### src/rtl/time_set_ctrl_if.sv
// Front-panel set interface for time_set_ctrl.
//
// Groups the three debounced keys, the live BCD time from the hour/minute
// counters, and the set controls driven back to those counters.
//   master : panel/counter side (drives keys and current time, sees set controls)
//   slave  : time_set_ctrl (consumes keys and current time, drives set controls)
//
// Signals:
//   key_mode, key_up, key_down : debounced key levels, asynchronous to clk
//   cur_hour1/2, cur_min1/2    : live BCD tens/ones of hour and minute
//   set_hour, set_min          : load-enable for the hour/minute counter
//   set_num1, set_num2         : edited BCD value, tens/ones
//   edit_field                 : 00 idle, 01 hour, 10 minute
interface time_set_ctrl_if;
  logic       key_mode;
  logic       key_up;
  logic       key_down;
  logic [3:0] cur_hour1;
  logic [3:0] cur_hour2;
  logic [3:0] cur_min1;
  logic [3:0] cur_min2;
  logic       set_hour;
  logic       set_min;
  logic [3:0] set_num1;
  logic [3:0] set_num2;
  logic [1:0] edit_field;

  modport master (
    output key_mode,
    output key_up,
    output key_down,
    output cur_hour1,
    output cur_hour2,
    output cur_min1,
    output cur_min2,
    input  set_hour,
    input  set_min,
    input  set_num1,
    input  set_num2,
    input  edit_field
  );

  modport slave (
    input  key_mode,
    input  key_up,
    input  key_down,
    input  cur_hour1,
    input  cur_hour2,
    input  cur_min1,
    input  cur_min2,
    output set_hour,
    output set_min,
    output set_num1,
    output set_num2,
    output edit_field
  );
endinterface

### src/rtl/time_set_ctrl.sv
// Time-setting controller for the PengTimer front panel.
//
// A mode press captures the live hour into an edit register and takes over the
// hour counter (set_hour); a second mode press does the same for the minute
// counter (set_min); a third returns both counters to free-running. Up/down
// presses step the edited field with BCD wrap-around. An edit state with no
// key activity for TIMEOUT_CYCLES cycles drops back to idle.
//
// Ports:
//   clk  : system clock, rising edge
//   rst  : synchronous active-high reset
//   bus  : time_set_ctrl_if.slave (keys, live time in; set controls out)
//
// All outputs come from flops or a direct decode of the state register.
module time_set_ctrl #(
  parameter int unsigned TIMEOUT_CYCLES = 500_000_000
) (
  input logic            clk,
  input logic            rst,
  time_set_ctrl_if.slave bus
);

  localparam int unsigned     CntW    = (TIMEOUT_CYCLES > 1) ? $clog2(TIMEOUT_CYCLES) : 1;
  localparam logic [CntW-1:0] CntLast = CntW'(TIMEOUT_CYCLES - 1);

  // Field limits, both in BCD (for wrap) and binary (for capture validation).
  localparam logic [7:0] HourMaxBcd = 8'h23;
  localparam logic [7:0] MinMaxBcd  = 8'h59;
  localparam logic [7:0] HourMaxBin = 8'd23;
  localparam logic [7:0] MinMaxBin  = 8'd59;

  typedef enum logic [1:0] {
    StIdle  = 2'b00,
    StEditH = 2'b01,
    StEditM = 2'b10
  } state_e;

  // Returns the captured value, or 00 if it is not a legal time for the field.
  function automatic logic [7:0] bcd_capture(input logic [3:0] tens,
                                             input logic [3:0] ones,
                                             input logic [7:0] max_bin);
    logic [7:0] total;
    total = 8'(tens) * 8'd10 + 8'(ones);
    if (tens > 4'd9 || ones > 4'd9 || total > max_bin) begin
      return 8'h00;
    end
    return {tens, ones};
  endfunction

  function automatic logic [7:0] bcd_inc(input logic [7:0] val, input logic [7:0] max_bcd);
    if (val == max_bcd) begin
      return 8'h00;
    end else if (val[3:0] == 4'd9) begin
      return {val[7:4] + 4'd1, 4'd0};
    end
    return {val[7:4], val[3:0] + 4'd1};
  endfunction

  function automatic logic [7:0] bcd_dec(input logic [7:0] val, input logic [7:0] max_bcd);
    if (val == 8'h00) begin
      return max_bcd;
    end else if (val[3:0] == 4'd0) begin
      return {val[7:4] - 4'd1, 4'd9};
    end
    return {val[7:4], val[3:0] - 4'd1};
  endfunction

  // Key front end: bit 0 mode, bit 1 up, bit 2 down.
  logic [2:0] key_raw;
  logic [2:0] s1_q, s2_q, s3_q;
  logic [2:0] press;
  logic       mode_press, up_press, down_press;

  assign key_raw    = {bus.key_down, bus.key_up, bus.key_mode};
  // s1/s2 synchronise, s3 is the previous level; flops reset high so a key
  // held through reset never looks like a fresh press.
  assign press      = s2_q & ~s3_q;
  assign mode_press = press[0];
  assign up_press   = press[1];
  assign down_press = press[2];

  state_e          state_q, state_d;
  logic [7:0]      edit_q, edit_d;
  logic [CntW-1:0] cnt_q, cnt_d;

  always_ff @(posedge clk) begin
    if (rst) begin
      s1_q    <= 3'b111;
      s2_q    <= 3'b111;
      s3_q    <= 3'b111;
      state_q <= StIdle;
      edit_q  <= 8'h00;
      cnt_q   <= '0;
    end else begin
      s1_q    <= key_raw;
      s2_q    <= s1_q;
      s3_q    <= s2_q;
      state_q <= state_d;
      edit_q  <= edit_d;
      cnt_q   <= cnt_d;
    end
  end

  logic [7:0] field_max;
  assign field_max = (state_q == StEditH) ? HourMaxBcd : MinMaxBcd;

  always_comb begin
    state_d = state_q;
    edit_d  = edit_q;
    cnt_d   = cnt_q;

    case (state_q)
      StIdle: begin
        cnt_d = '0;
        if (mode_press) begin
          edit_d  = bcd_capture(bus.cur_hour1, bus.cur_hour2, HourMaxBin);
          state_d = StEditH;
        end
      end

      StEditH, StEditM: begin
        if (cnt_q == CntLast) begin
          // Inactivity expiry overrides anything pressed on the same edge.
          state_d = StIdle;
          cnt_d   = '0;
        end else if (mode_press) begin
          cnt_d = '0;
          if (state_q == StEditH) begin
            edit_d  = bcd_capture(bus.cur_min1, bus.cur_min2, MinMaxBin);
            state_d = StEditM;
          end else begin
            state_d = StIdle;
          end
        end else if (up_press || down_press) begin
          // Up+down together is activity but moves nothing.
          cnt_d = '0;
          if (up_press && !down_press) begin
            edit_d = bcd_inc(edit_q, field_max);
          end else if (down_press && !up_press) begin
            edit_d = bcd_dec(edit_q, field_max);
          end
        end else begin
          cnt_d = cnt_q + 1'b1;
        end
      end

      default: begin
        state_d = StIdle;
        cnt_d   = '0;
      end
    endcase
  end

  assign bus.set_hour   = (state_q == StEditH);
  assign bus.set_min    = (state_q == StEditM);
  assign bus.set_num1   = edit_q[7:4];
  assign bus.set_num2   = edit_q[3:0];
  assign bus.edit_field = state_q;

endmodule

### src/flat_wrapper.sv
// flat-port wrapper written by rule: the top's interface ports become plain ports
module time_set_ctrl_flat 
#(
  parameter int unsigned TIMEOUT_CYCLES = 500_000_000
)
  (clk, rst, bus_key_mode, bus_key_up, bus_key_down, bus_cur_hour1, bus_cur_hour2, bus_cur_min1, bus_cur_min2, bus_set_hour, bus_set_min, bus_set_num1, bus_set_num2, bus_edit_field);
  time_set_ctrl_if bus_i ();
  input logic clk;
  input logic rst;
  input wire logic [$bits(bus_i.key_mode)-1:0] bus_key_mode;
  input wire logic [$bits(bus_i.key_up)-1:0] bus_key_up;
  input wire logic [$bits(bus_i.key_down)-1:0] bus_key_down;
  input wire logic [$bits(bus_i.cur_hour1)-1:0] bus_cur_hour1;
  input wire logic [$bits(bus_i.cur_hour2)-1:0] bus_cur_hour2;
  input wire logic [$bits(bus_i.cur_min1)-1:0] bus_cur_min1;
  input wire logic [$bits(bus_i.cur_min2)-1:0] bus_cur_min2;
  output wire logic [$bits(bus_i.set_hour)-1:0] bus_set_hour;
  output wire logic [$bits(bus_i.set_min)-1:0] bus_set_min;
  output wire logic [$bits(bus_i.set_num1)-1:0] bus_set_num1;
  output wire logic [$bits(bus_i.set_num2)-1:0] bus_set_num2;
  output wire logic [$bits(bus_i.edit_field)-1:0] bus_edit_field;
  assign bus_i.key_mode = bus_key_mode;
  assign bus_i.key_up = bus_key_up;
  assign bus_i.key_down = bus_key_down;
  assign bus_i.cur_hour1 = bus_cur_hour1;
  assign bus_i.cur_hour2 = bus_cur_hour2;
  assign bus_i.cur_min1 = bus_cur_min1;
  assign bus_i.cur_min2 = bus_cur_min2;
  assign bus_set_hour = bus_i.set_hour;
  assign bus_set_min = bus_i.set_min;
  assign bus_set_num1 = bus_i.set_num1;
  assign bus_set_num2 = bus_i.set_num2;
  assign bus_edit_field = bus_i.edit_field;
  time_set_ctrl #(.TIMEOUT_CYCLES(TIMEOUT_CYCLES)) u_core (.clk(clk), .rst(rst), .bus(bus_i));
endmodule
### config.mk
export PLATFORM = sky130hd
export DESIGN_NAME = time_set_ctrl_flat
export DESIGN_NICKNAME = d
export VERILOG_FILES = /design/src/rtl/time_set_ctrl_if.sv /design/src/rtl/time_set_ctrl.sv /design/src/flat_wrapper.sv
export SDC_FILE = /design/constraint.sdc
export NUM_CORES = 1
export LEC_CHECK = 0
export BUFFER_PORTS_ARGS = -buffer_cell sky130_fd_sc_hd__buf_2
export CAP_MARGIN = 40
export CORE_MARGIN = 4
export CORE_UTILIZATION = 54
export DETAILED_ROUTE_END_ITERATION = 12
export GPL_ROUTABILITY_DRIVEN = 0
export PLACE_DENSITY_LB_ADDON = 0.08
export SKIP_LAST_GASP = 1
export SLEW_MARGIN = 20
export SYNTH_ARGS = -nofsm -noshare
export SYNTH_HDL_FRONTEND = slang
export SYNTH_SLANG_ARGS = --single-unit
### constraint.sdc
create_clock -name clk -period 2.4 [get_ports clk]
set_clock_uncertainty 0.1 [all_clocks]
set_input_delay 0 -clock clk [delete_from_list [all_inputs] [get_ports clk]]
set_output_delay 0 -clock clk [all_outputs]
set_load 0.005 [all_outputs]
======== Word level (Yosys, flattened, before mapping) ========
Cells that the tools add are included.
storage, ports and cells
  input port bits ......................... 21
  logic and storage cells ................. 103
  bits in registers ....................... 48
  output and inout bits ................... 12
operators by class
  equal/unequal tests ..................... 13
  add/subtract/negate cells ............... 7
  multipliers ............................. 2
  reduce and logical (&&, ||, !) cells .... 18
  bitwise logic cells ..................... 3
  multiplexer cells ....................... 47
  magnitude comparators ................... 6
operators by type and width
  cell                                                           number
  2-to-1 mux 8 bit                                               17
  adder 29 x 1 -> 29 bit, second input constant                  1
  == test 29 bit, second input constant                          1
  2-to-1 mux 1 bit                                               23
  adder 8 x 4 -> 8 bit                                           2
  greater-than comparator 4 bit, second input constant           4
  one-hot mux 8 bit (2 select lines)                             1
  multiplier 4 x 3 -> 7 bit, second input constant               2
  adder 4 x 1 -> 4 bit, second input constant                    2
  == test 8 bit                                                  1
  greater-than comparator 8 x 5 -> 1 bit, second input constant  1
  greater-than comparator 8 x 6 -> 1 bit, second input constant  1
  zero test 8 bit                                                1
  2-to-1 mux 2 bit                                               4
  != test 4 x 1 -> 1 bit, second input constant                  2
  AND reduction 8 bit                                            1
  subtractor 4 x 1 -> 4 bit, second input constant               2
  2-to-1 mux 7 bit                                               1
  != test 3 x 1 -> 1 bit, second input constant                  2
  AND reduction 6 bit                                            1
  logical OR 1 bit                                               5
  OR reduction 5 bit                                             1
  == test 4 bit, second input constant                           1
  zero test 4 bit                                                1
  16 further kinds                                               18

======== Depth between registers and ports, before layout ========
  word-level depth ........................ 17
  mapped depth ............................ 10
  depth with buffers taken out ............ 10

======== Worst setup path before layout ========
OpenSTA, ideal clock, no wires.
  path type ............................... input port to flip-flop
  from .................................... input port bus_cur_min1[1]
  to ...................................... register u_core.edit_q[7]
  setup time .............................. 0.103 ns
  setup slack ............................. -0.164 ns
  arrival ................................. 2.361 ns
  path buffers ............................ 0
  required time ........................... 2.197 ns
  stages .................................. 8
  path through ............................ ha_1 -> ha_1 -> fa_1 -> or3_1 -> o211a_1 -> a211oi_1 -> a211oi_1 -> a2111oi_2
between the ends
  longest elaborated chain between the ends .. 14
  elaborated cells on any way between the ends .. 16
  classes of those cells .................. 1 x add/sub; 1 x mul; 2 x order compare; 10 x mux; 2 x reduce/logical
ends and longest elaborated chain
  what                                    RTL line              RTL
  start, declared                         flat_wrapper.sv:15    input wire logic [$bits(bus_i.cur_min1)-1:0] bus_cur_min1;
  multiplier 4 x 3 -> 7 bit               time_set_ctrl.sv:43   total = 8'(tens) * 8'd10 + 8'(ones);
  adder 8 x 4 -> 8 bit                    time_set_ctrl.sv:43
  greater-than comparator 8 x 6 -> 1 bit  time_set_ctrl.sv:44   if (tens > 4'd9 || ones > 4'd9 || total > max_bin) begin
  logical OR 1 bit *                      time_set_ctrl.sv:44
  2-to-1 mux 1 bit *                      time_set_ctrl.sv:44
  2-to-1 mux 1 bit *                      time_set_ctrl.sv:128  if (state_q == StEditH) begin
  2-to-1 mux 1 bit *                      time_set_ctrl.sv:126  end else if (mode_press) begin
  2-to-1 mux 1 bit *                      time_set_ctrl.sv:122  if (cnt_q == CntLast) begin
  2-to-1 mux 1 bit *                      time_set_ctrl.sv:112  case (state_q)
  2-to-1 mux 8 bit *                      time_set_ctrl.sv:47   return {tens, ones};
  2-to-1 mux 8 bit *                      time_set_ctrl.sv:128
  2-to-1 mux 8 bit *                      time_set_ctrl.sv:126
  2-to-1 mux 8 bit *                      time_set_ctrl.sv:122
  one-hot mux 8 bit (2 select lines) *    time_set_ctrl.sv:112
  end signal, assigned                    time_set_ctrl.sv:99   edit_q <= edit_d;
  end, declared                           time_set_ctrl.sv:83   logic [7:0] edit_q, edit_d;
Mark *: on every way between the ends. The rest lies on a longest branch, timed or not. The select of a mux whose other input is x is not followed.
A chain may end at the register's enable or synchronous reset.

======== Worst setup path after layout ========
  from .................................... input port bus_cur_hour1[0]
  to ...................................... register u_core.edit_q[4]
between the ends
  longest elaborated chain between the ends .. 10
  elaborated cells on any way between the ends .. 12
  classes of those cells .................. 1 x add/sub; 1 x mul; 2 x order compare; 6 x mux; 2 x reduce/logical
ends and longest elaborated chain
  what                                    RTL line              RTL
  start, declared                         flat_wrapper.sv:13    input wire logic [$bits(bus_i.cur_hour1)-1:0] bus_cur_hour1;
  multiplier 4 x 3 -> 7 bit               time_set_ctrl.sv:43
  adder 8 x 4 -> 8 bit                    time_set_ctrl.sv:43
  greater-than comparator 8 x 5 -> 1 bit  time_set_ctrl.sv:44
  logical OR 1 bit                        time_set_ctrl.sv:44
  2-to-1 mux 1 bit                        time_set_ctrl.sv:44
  2-to-1 mux 1 bit                        time_set_ctrl.sv:115  if (mode_press) begin
  2-to-1 mux 1 bit                        time_set_ctrl.sv:112
  2-to-1 mux 8 bit *                      time_set_ctrl.sv:47
  2-to-1 mux 8 bit *                      time_set_ctrl.sv:115
  one-hot mux 8 bit (2 select lines) *    time_set_ctrl.sv:112
Marked as above.

==> flow_summary.json <==
{
  "cp.required_ns": 2.52,
  "synth_flop_cell": "dfxtp_1",
  "rows": 28,
  "pwr-share-seq_pct": 46.2,
  "cp.buffers_inverters": 2,
  "die_h_um": 87.1,
  "status": "finished clean",
  "path_cells": "buf_2, ha_1, ha_4, inv_2, fa_2, nand2b_1, mux2_4, o32a_1, a311oi_4, a32oi_1, a311oi_1",
  "path_max_fanout": 7,
  "grt_overflow_total": 0,
  "dp_cells": 547,
  "drv_slew": 0,
  "antenna_found_initial": 0,
  "max-slew-margin-rel_pct": 55.8,
  "grt.total_usage_pct": 22.8,
  "setup_slack_ns": 0.0759,
  "routed_wl_um": 8430,
  "clkPwrFrac_pct": 26.4,
  "slowest_stage": "fa_2",
  "fin_crit_ns": 2.32,
  "rsz0062_at_grt": "yes",
  "nets": 537,
  "power_leakage_nw": 1.67,
  "cts_root_buf": "clkbuf_8",
  "syn_area_um2": 3380,
  "vias": 3306,
  "die_x_um": 87.1,
  "grt_pass1_wl_um": 14100,
  "cp_data_arrival_time_ns": 2.44,
  "grt_pass1_vias": 3126,
  "cts_buffers": 5,
  "grt_start_max_net_pins": 28,
  "vias_per_cell": 5.87,
  "synth-async-reset-ratio_pct": 0,
  "dpl_worst_slack_ns": -0.347,
  "fin_util_pct": 70.5,
  "cap_viol_max_count": 0,
  "critPathMaxStageDelay_ns": 0.44,
  "fmax_mhz": 430,
  "clk_latency_ns": 0.30,
  "setup_viol": 0,
  "fin_crit_sh_pct": 96.8,
  "h-tree-depth": 2,
  "worst_slew_pin_slew_ns": 0.661,
  "peakVddDrop_v": 0.000420,
  "pwr-share-comb_pct": 27.4,
  "fin_tns_setup_ns": 0,
  "syn_avg_cell_area_um2": 8.30,
  "switching_share_pct": 30.6,
  "cts_buffer_depth": 2,
  "cp-end-kind": "flip-flop",
  "hold_viol": 0,
  "initial_core_util_pct": 56.4,
  "critical-path-top-delay-family": "compound AO/OA/AOI/OAI gates",
  "drt-initial-drc-count": 197,
  "top_level_ports": 33,
  "internal-power_mw": 1.24,
  "core_um2": 5990,
  "p_sw_uw": 548,
  "nFillCells": 489,
  "synth_warnings": 0,
  "drive_gt1_share_pct": 26.4,
  "antenna_left": 0,
  "hold_class": "input pin to flip-flop",
  "clock-sinks": 48,
  "drc": 0,
  "startpoint_type": "input pin",
  "firstDrtPassIters": 5,
  "power_density_nw_per_um2": 424,
  "synth_nets": 456,
  "layoutNonFillerInstCount": 563,
  "syn_to_final_growth_pct": 25.0,
  "hpwl_um": 6500,
  "ys_ff_latch": 48,
  "fp.dieArea_um2": 7590,
  "path_clk_slew_ns": 0.09,
  "critical_path_class": "input pin to flip-flop",
  "ys_seq_area_share_pct": 28.4,
  "cts_tree": "yes",
  "netlist_instances": 407,
  "ys_types": 66,
  "synth_enable_flop_cells": 0,
  "num_antenna_cells": 0,
  "io_buffers": 32,
  "wl_per_cell_um": 15.0
}
==> layout by cell type, fill, tap and decap left out, types with 3 or more instances in the layout <==
| cell | instances |
|---|---|
| dfxtp_1 | 46 |
| buf_4 | 45 |
| nor2_1 | 40 |
| buf_2 | 32 |
| nand2_1 | 27 |
| ha_1 | 22 |
| nand3_1 | 21 |
| inv_1 | 20 |
| a21oi_1 | 20 |
| xor2_1 | 17 |
| xnor2_1 | 15 |
| o21ai_0 | 11 |
| nand2b_1 | 10 |
| or2_2 | 9 |
| nor3_1 | 9 |
| dlygate4sd3_1 | 7 |
| nand4_1 | 6 |
| and3_1 | 6 |
| nand3b_1 | 6 |
| nor4b_1 | 5 |
| and2_1 | 5 |
| or3_1 | 5 |
| a31oi_1 | 5 |
| clkbuf_8 | 5 |
| nor2b_1 | 4 |
| a211oi_1 | 4 |
| o31ai_1 | 4 |
| or4_1 | 3 |
| nor4_2 | 3 |
==> area by class of cell <==
cell class / count / area, um^2 / area share [%]
Clock buffer: 5 / 68.8 / 1.63
Clock inverter: 2 / 12.5 / 0.296
Inverter: 22 / 86.3 / 2.04
Multi-Input combinational cell: 327 / 2430 / 57.6
Sequential cell: 48 / 963 / 22.8
Tap cell: 75 / 93.8 / 2.22
Timing Repair Buffer: 84 / 568 / 13.4
==> per-stage QoR <==
stage	hold slack [ns]	total power [mW]	area, um^2
final	0.0231	1.79	4220
after global routing	0.0325	1.89	4220
after CTS	0.0149	1.77	4110
after detailed placement	0.0858	1.30	3960
after global placement	0.0821	1.29	3960
after floorplan	0.00381	1.13	3420
==> logic make-up after synthesis <==
| group | synth area share (%) |
|---|---|
| simple gates | 29.8 |
| fa+ha+maj | 11.3 |
| mux | 0.333 |
| compound gates | 17.9 |
| buf+inv | 3.70 |
| xor+xnor | 8.56 |
| flops | 28.4 |
==> synthesized netlist by cell type, types with 6 or more instances <==
master    number  share of area (%)
nor2_1        41                4.6
clkbuf_1       6               0.67
ha_1          24                8.9
nand2_1       27                3.0
a211oi_1       6                1.3
nand3b_1       6                1.3
and3_1         6                1.1
nand3_1       22                3.3
inv_1         21                2.3
o21ai_0       13                1.9
xnor2_1       16                4.1
or2_2         10                1.9
dfxtp_1       48                 28
a21oi_1       22                3.3
nor4b_1        6                1.6
xor2_1        17                4.4
nand4_1        6                1.1
nor3_1        10                1.5
nand2b_1      10                1.9
==> worst min-delay path, delay by kind of cell <==
family                 cells  cell delay, ns
AOI/OAI and AO/OA          1            0.07
and+or+nand+nor            1            0.19
buffers and inverters      1            0.13
==> final timing paths <==
path | startpoint | end | slack, ns | depth (start not counted)
hold / removal | bus_cur_hour2[2] | u_core.edit_q[2] | 0.02 | 3
setup / recovery | bus_cur_hour1[0] | u_core.edit_q[4] | 0.08 | 11
hold reg to reg | u_core.s1_q[2] | u_core.s2_q[2] | 0.32 | 1
setup reg to reg | u_core.bus.edit_field[0] | u_core.edit_q[3] | 0.14 | 9
==> sequential cells by signal, indices dropped and copies added, names as in the netlist <==
| name | cells |
|---|---|
| u_core.cnt_q | 29 |
| u_core.edit_q | 8 |
| u_core.s1_q | 3 |
| u_core.s2_q | 3 |
| u_core.s3_q | 3 |
| u_core.bus.edit_field | 2 |
==> power groups by stage <==
stage | registers (mW) | logic, mW | clock network (mW)
finish | 0.827 | 0.490 | 0.473
global route | 0.830 | 0.538 | 0.521
CTS | 0.826 | 0.464 | 0.483
detailed placement | 0.845 | 0.453 | 0
global placement | 0.844 | 0.443 | 0
floorplan | 0.843 | 0.289 | 0
==> metal layers <==
layer / GRT usage [%] / wire, um
met1: 29.6 / 3620
met2: 38.8 / 4190
met3: 3.69 / 493
met4: 6.56 / 119
met5: 0 / 0
==> what timing repair did <==
| item | in CTS | in global routing |
|---|---|---|
| hold buffers | 7 | 0 |
| endpoints found under the setup margin | 1 | 34 |
| hold endpoints to repair | 6 | 0 |
| pin swaps | 1 | 12 |
| resized for setup | 1 | 24 |
| gates cloned | 0 | 0 |
| buffers inserted | 0 | 2 |
Note: power is estimated with default switching activity, not from simulation.
